### src/rtl/batch_stats_accumulator.sv
// Batch statistics front-end for the batch-norm normalizer: accumulates sum and sum-of-squares
// over 2^LOG2_N samples, then emits mean and variance. Define BATCH_STATS_RUNNING_EN for running stats.
module batch_stats_accumulator #(
    parameter int WIDTH  = 16,
    parameter int FRAC   = 8,
    parameter int LOG2_N = 4
) (
    input  logic                    clk,
    input  logic                    rst,
    input  logic                    clear,
    input  logic signed [WIDTH-1:0] x_in,
    input  logic                    x_valid,
    output logic                    x_ready,
    output logic signed [WIDTH-1:0] mean,
    output logic        [WIDTH-1:0] variance,
    output logic                    stats_valid,
    output logic       [LOG2_N-1:0] sample_cnt
`ifdef BATCH_STATS_RUNNING_EN
    ,
    output logic signed [WIDTH-1:0] running_mean,
    output logic        [WIDTH-1:0] running_var
`endif
);

    localparam int SUM_W = WIDTH + LOG2_N;
    localparam int SQ_W  = 2 * WIDTH + LOG2_N;
    localparam int EX2_W = 2 * WIDTH - FRAC;
    localparam int D_W   = EX2_W + 1;
    localparam logic signed [D_W-1:0] VAR_MAX = D_W'({WIDTH{1'b1}});

    typedef enum logic [1:0] {
        ACCUM,
        FIN_MEAN,
        FIN_VAR
    } state_t;

    state_t state, state_nxt;

    logic signed [SUM_W-1:0]   sum;
    logic        [SQ_W-1:0]    sumsq;
    logic signed [WIDTH-1:0]   mean_r;
    logic        [EX2_W-1:0]   ex2_r;
    logic                      accept;
    logic signed [2*WIDTH-1:0] x_sq;
    logic signed [2*WIDTH-1:0] mean_sq;
    logic        [EX2_W-1:0]   msq_shift;
    logic signed [D_W-1:0]     diff;
    logic        [WIDTH-1:0]   var_sat;

    // Next state and handshake; clear blocks acceptance so an aborted batch stays empty
    always_comb begin
        state_nxt = state;
        x_ready   = 1'b0;
        accept    = 1'b0;
        case (state)
            ACCUM: begin
                x_ready = !clear;
                accept  = x_valid && !clear;
                if (accept && (&sample_cnt)) begin
                    state_nxt = FIN_MEAN;
                end
            end
            FIN_MEAN: state_nxt = FIN_VAR;
            FIN_VAR:  state_nxt = ACCUM;
            default:  state_nxt = ACCUM;
        endcase
    end

    // Variance = E[x^2] - mean^2, clamped into the unsigned output range
    always_comb begin
        x_sq      = x_in * x_in;
        mean_sq   = mean_r * mean_r;
        msq_shift = EX2_W'(mean_sq >> FRAC);
        diff      = $signed({1'b0, ex2_r}) - $signed({1'b0, msq_shift});
        var_sat   = diff[WIDTH-1:0];
        if (diff[D_W-1]) begin
            var_sat = '0;
        end else if (diff > VAR_MAX) begin
            var_sat = '1;
        end
    end

    always_ff @(posedge clk or negedge rst) begin
        if (!rst) begin
            state       <= ACCUM;
            sum         <= '0;
            sumsq       <= '0;
            sample_cnt  <= '0;
            mean_r      <= '0;
            ex2_r       <= '0;
            mean        <= '0;
            variance    <= '0;
            stats_valid <= 1'b0;
        end else begin
            state       <= state_nxt;
            stats_valid <= 1'b0;
            case (state)
                ACCUM: begin
                    if (clear) begin
                        sum        <= '0;
                        sumsq      <= '0;
                        sample_cnt <= '0;
                    end else if (accept) begin
                        sum        <= sum + SUM_W'(x_in);
                        sumsq      <= sumsq + SQ_W'(unsigned'(x_sq));
                        sample_cnt <= sample_cnt + LOG2_N'(1);
                    end
                end
                FIN_MEAN: begin
                    mean_r <= WIDTH'(sum >>> LOG2_N);
                    ex2_r  <= EX2_W'(sumsq >> (LOG2_N + FRAC));
                    sum    <= '0;
                    sumsq  <= '0;
                end
                FIN_VAR: begin
                    mean        <= mean_r;
                    variance    <= var_sat;
                    stats_valid <= 1'b1;
                end
                default: ;
            endcase
        end
    end

`ifdef BATCH_STATS_RUNNING_EN
    localparam logic signed [WIDTH+1:0] RV_MAX = (WIDTH + 2)'({WIDTH{1'b1}});

    logic signed [WIDTH:0]   rm_diff;
    logic signed [WIDTH:0]   rv_diff;
    logic signed [WIDTH+1:0] rm_next;
    logic signed [WIDTH+1:0] rv_next;

    // Exponential moving average with momentum 1/8 toward each new batch result
    always_comb begin
        rm_diff = {mean_r[WIDTH-1], mean_r} - {running_mean[WIDTH-1], running_mean};
        rv_diff = $signed({1'b0, var_sat}) - $signed({1'b0, running_var});
        rm_next = (WIDTH + 2)'(running_mean) + (WIDTH + 2)'(rm_diff >>> 3);
        rv_next = $signed({2'b00, running_var}) + (WIDTH + 2)'(rv_diff >>> 3);
    end

    always_ff @(posedge clk or negedge rst) begin
        if (!rst) begin
            running_mean <= '0;
            running_var  <= WIDTH'(1 << FRAC);
        end else if (state == FIN_VAR) begin
            running_mean <= WIDTH'(rm_next);
            if (rv_next < 0) begin
                running_var <= '0;
            end else if (rv_next > RV_MAX) begin
                running_var <= '1;
            end else begin
                running_var <= WIDTH'(rv_next);
            end
        end
    end
`endif

endmodule
### config.mk
export PLATFORM = sky130hd
export DESIGN_NAME = batch_stats_accumulator
export DESIGN_NICKNAME = d
export VERILOG_FILES = /design/src/rtl/batch_stats_accumulator.sv
export SDC_FILE = /design/constraint.sdc
export NUM_CORES = 2
export LEC_CHECK = 0
export ABC_AREA = 1
export ABC_CLOCK_PERIOD_IN_PS = 7100
export BUFFER_PORTS_ARGS = -buffer_cell sky130_fd_sc_hd__buf_2
export CORE_ASPECT_RATIO = 0.5
export CORE_UTILIZATION = 60
export DETAILED_ROUTE_END_ITERATION = 8
export GPL_ROUTABILITY_DRIVEN = 0
export PLACE_DENSITY = 0.88
export SETUP_SLACK_MARGIN = 0.05
export SYNTH_ARGS = -nofsm -noshare
export SYNTH_HDL_FRONTEND = slang
export SYNTH_SLANG_ARGS = --single-unit
### constraint.sdc
create_clock -name clk -period 7.1 [get_ports clk]
set_input_delay 0.71 -clock clk [delete_from_list [all_inputs] [get_ports clk]]
set_output_delay 0.71 -clock clk [all_outputs]
set_load 0.03 [all_outputs]
==> results.yml, run 1 <==
run_status:
  status: "aborted with a tool error"
  haltStage: "5_1_grt"
  tool.error: "[ERROR GRT-0232] Routing congestion too high. Check the congestion heatmap in the GUI."
clock_network:
  hold_buffers: 0
  clock_sinks: 135
  cts_buffers: 17
  clock_tree.buffer_depth: 2
  htree_levels: 4
  cts_root_buffer: "clkbuf_16"
floorplan:
  initial_utilization_pct: 61.4
  die_h_um: 155
  die_w_um: 307
  fp-row-count: 55
  ios: 58
global_route:
  track_usage_pct: 88.2
  grt_overflow: 850
  grt_max_degree: 72
synth:
  seq_area_frac_synth_pct: 12.1
  synth.area.top_cells: "fa_1 34%, inv_1 13%, dfrtp_1 12%"
  ys_seq_elements: 135
  muxShareOfSynthArea_pct: 0
  netlist_area_mm2: 0.0280
  synthAdderAreaFrac_pct: 45.2
  synth.distinct_cells: 54
  synth-compound-area-share_pct: 8.71
  postSynthNetCount: 4340
  synth_area_per_cell_um2: 7.77
  yosys.area_share.simple_pct: 17.1
  netlist.area_leader.share_pct: 34.2
  synthXorXnorAreaFrac_pct: 2.88
  synth_cells: 3597
  synth_top_family_by_area: "adder cells"
  ys_warn_count: 0
  synth_area_leader_cell: "fa_1"
placement:
  place_hpwl_um: 69700
  placed_cell_area_mm2: 0.0321
  portBuffers: 57
sta:
  worstEpCategory: "sequential cell input"
  grt-worst-endpoint: "variance[3]$_DFFE_PN0P_/D"
## stage by stage
stage	instances	setup TNS (ns)	utilization, %	hold slack, ns	setup WS [ns]
after floorplan	3597	0	-	0.414	0.0512
after global placement	4636	-6.04	70.6	0.452	-0.290
after detailed placement	4636	-17.40	70.6	0.460	-0.681
after CTS	4699	-1.84	73.8	0.293	-0.149
## kinds of logic after synthesis
family / Yosys count
simple gates: 1169
buf+inv: 1036
fa+ha+maj: 723
compound gates: 442
flops: 135
xor+xnor: 92
## what timing repair did
item	CTS
endpoints found under the setup margin	29
resized for setup	174
buffers inserted	30
hold endpoints to repair	0
pin swaps	74
cloned	1
## layer usage
metal  track usage (%)  GRT overflow
met1              84.3            95
met2              96.6           433
met3              83.9            93
met4              88.7           221
met5              81.1             8
## Yosys cell counts, drive strengths merged
| library cell | count |
|---|---|
| clkbuf | 80 |
| buf | 8 |
| a31oi | 10 |
| a221oi | 3 |
| a32o | 4 |
| a31o | 1 |
| nand3 | 77 |
| o221ai | 1 |
| o221a | 1 |
| and2 | 2 |
| o31ai | 5 |
| nand2 | 837 |
| a21boi | 3 |
| a21o | 11 |
| o2111ai | 1 |
| xnor2 | 48 |
| o31a | 1 |
| a22oi | 1 |
| or2 | 9 |
| nor4 | 6 |
| o21ai | 193 |
| o41ai | 3 |
| inv | 944 |
| nor3 | 23 |
| a21oi | 168 |
| a22o | 4 |
| dfrtp | 135 |
| o211ai | 9 |
| clkinv | 4 |
| ha | 245 |
| o21a | 4 |
| o22ai | 7 |
| nor2 | 184 |
| o21bai | 10 |
| nand3b | 6 |
| xor2 | 44 |
| nand4 | 25 |
| a211oi | 2 |
| fa | 478 |
==> run 2: changes to the inputs <==
ABC_CLOCK_PERIOD_IN_PS = 9230   (was 7100)
CORE_ASPECT_RATIO = unset   (was 0.5)
CORE_UTILIZATION = 40   (was 60)
PLACE_DENSITY = unset   (was 0.88)
PLACE_DENSITY_LB_ADDON = 0.15   (was unset)
SETUP_SLACK_MARGIN = unset   (was 0.05)
clock period = 9.23 ns   (was 7.1 ns; I/O delays follow)
==> results.yml, run 2 <==
clock_network:
  cts-resized-gates: 0
  hold_buffers: 0
  cts_tree: "built"
  cts_buffers: 17
  clk_latency_ns: 0.48
  htree_levels: 4
  clock_sinks: 135
  cts_setup_buffers: 0
  cts_root_buffer: "clkbuf_16"
  clock_tree.buffer_depth: 2
  clk_pin_slew_ns: 0.07
setup_path:
  startpoint: "mean_r[1]$_DFFE_PN0P_"
  r2r-start: "mean_r[1]$_DFFE_PN0P_"
  crit_fanout: 13
  path_common_cell: "nand2_1"
  cpPeakStageDelay_ns: 0.74
  cp_slowest_cell: "fa_1"
  r2r_end: "variance[10]$_DFFE_PN0P_"
  endpoint_kind: "flip-flop"
  cp.arrival_ns: 8.63
  worstSetupPathType: "reg -> reg"
  rr_worst_depth: 36
  reg2reg_slack_ns: 0.95
  cp.required_ns: 9.58
  start_kind: "flip-flop"
sta:
  timing.final.crit_share_pct: 89.7
  worst_slew_pin_slew_ns: 1.07
  slew_viol_final: 0
  finalClockSkew_ns: 0.0161
  tns_ns: 0
  fmax_mhz: 121
  finalHoldViolCount: 0
  period_minus_slack_ns: 8.28
  rsz0062_at_grt: "false"
  layout_setup_ws_ns: 0.951
  maxSlewHeadroom_pct: 28.6
  setup_violations: 0
layout:
  final_cell_mix: "934 x inv_1, 815 x nand2_1, 478 x fa_1"
  fin_util_pct: 43.4
  layout_commonest_cell: "inv_1"
  final_cell_count_no_fill: 4556
  top_register: "sumsq"
  antennaDiodeCount: 0
  multiInputGateArea_mm2: 0.0207
  largest_register_ff_count: 36
  largestRegisters: "sumsq (36), ex2_r (24), sum (20)"
  area_growth_pct: 6.85
  layout.nets: 4356
  drive_above_1_share_pct: 4.99
  n_fill_cell: 7214
  regArea_mm2: 0.00338
global_route:
  grt_pass1_vias: 22764
  grt_max_degree: 72
  track_usage_pct: 22.0
  antenna_found_initial: 1
  grt_first_pass_wirelength_um: 122000
  grt_overflow: 0
route:
  routed.top_layer: "met4"
  via_count: 21907
  route.met2.wl_um: 35000
  route.detailed.drc: 0
  wl_per_cell_um: 16.2
  drtIter0Drc: 1188
  dr.pass1.iters: 5
  avgViaCountPerCell: 4.81
  route.met3.wl_um: 2330
  wirelength_um: 74000
  m1WireLength_um: 35600
  final_antenna_net_count: 0
synth:
  netlist_area_mm2: 0.0280
  synth_flop_cell: "dfrtp_1"
  synth_area_per_cell_um2: 7.77
  synth_async_sr_flop_share_pct: 100
  synthTopCellsByCount: "934 x inv_1, 816 x nand2_1, 478 x fa_1"
  synth.distinct_cells: 54
  synth_most_common_cell: "inv_1"
  synth_cells: 3597
  synth_area_leader_cell: "fa_1"
  ys_warn_count: 0
  seq_area_frac_synth_pct: 12.1
  netlist.area_leader.share_pct: 34.2
  postSynthNetCount: 4340
  ys_seq_elements: 135
  synth.area.top_cells: "fa_1 34%, inv_1 13%, dfrtp_1 12%"
  synth_edf_count: 0
floorplan:
  ios: 58
  die_w_um: 266
  die_h_um: 266
  core_area_mm2: 0.0688
  initial_utilization_pct: 40.6
  dieArea_mm2: 0.0710
  fp-row-count: 96
job:
  drv_cap: 0
placement:
  portBuffers: 57
  placedCellCount: 4525
  place_hpwl_um: 62700
  pre_cts_ws_ns: 0.852
run_status:
  status: "finished, final reports clean"
min_path:
  min_from: "mean[6]$_DFFE_PN0P_"
  hold_end: "mean[6]$_DFFE_PN0P_"
  hold_path_class: "reg -> reg"
  whs_path_depth: 2
-- run 2: worst max path at each step --
stage / endpoint / slack (ns) / cells past startpoint
6_report: variance[10]$_DFFE_PN0P_ / 0.95 / 36
5_1_grt: variance[3]$_DFFE_PN0P_ / 0.27 / 37
4_1_cts: variance[10]$_DFFE_PN0P_ / 0.96 / 36
3_5_place_dp: sumsq[32]$_DFFE_PN0P_ / 0.85 / 31
3_3_place_gp: sumsq[33]$_DFFE_PN0P_ / 0.79 / 32
2_1_floorplan: sumsq[34]$_DFFE_PN0P_ / 1.73 / 27
-- run 2: final cells by class --
cell class                      count  area share [%]
Clock buffer                       18            1.44
Tap cell                          931            3.90
Sequential cell                   135            11.3
Multi-Input combinational cell   2426            69.2
Clock inverter                     13           0.565
Inverter                          948            11.9
Timing Repair Buffer               85            1.68
-- run 2: kinds of logic (layout without fill, tap and decap cells) --
kind of cell               Yosys count  count (layout)  share of synthesized area, %
xor gates and xnor gates            92              92                          2.88
adders and majority gates          723             723                          45.2
DFF                                135             135                          12.1
buffers and inverters             1036            1064                          14.0
and+or+nand+nor                   1169            1169                          17.1
AOI/OAI and AO/OA                  442             442                          8.71
-- run 2: layer usage --
metal / vias up / global-route usage (%)
met1: 10677 / 31.0
li1: 10816 / -
met3: 60 / 1.99
met2: 354 / 36.7
met5: - / 0
met4: 0 / 4.55
-- run 2: per-stage QoR --
stage	instance area, um^2	hold WS, ns
floorplan	28000	0.450
global placement	29300	0.452
detailed placement	29300	0.457
CTS	29900	0.474
global route	29900	0.493
finish	29900	0.470
-- run 2: worst max-delay path: cells and delay by family (launching register included) --
kind | cells | cell delay [ns]
fa+ha+maj | 8 | 4.19
simple gates | 20 | 2.44
buf+inv | 7 | 0.69
flops | 1 | 0.66
compound gates | 1 | 0.16
Power of run 2 is not shown: default switching activity piles up to over one toggle a cycle in this logic, so the estimate is an artifact.
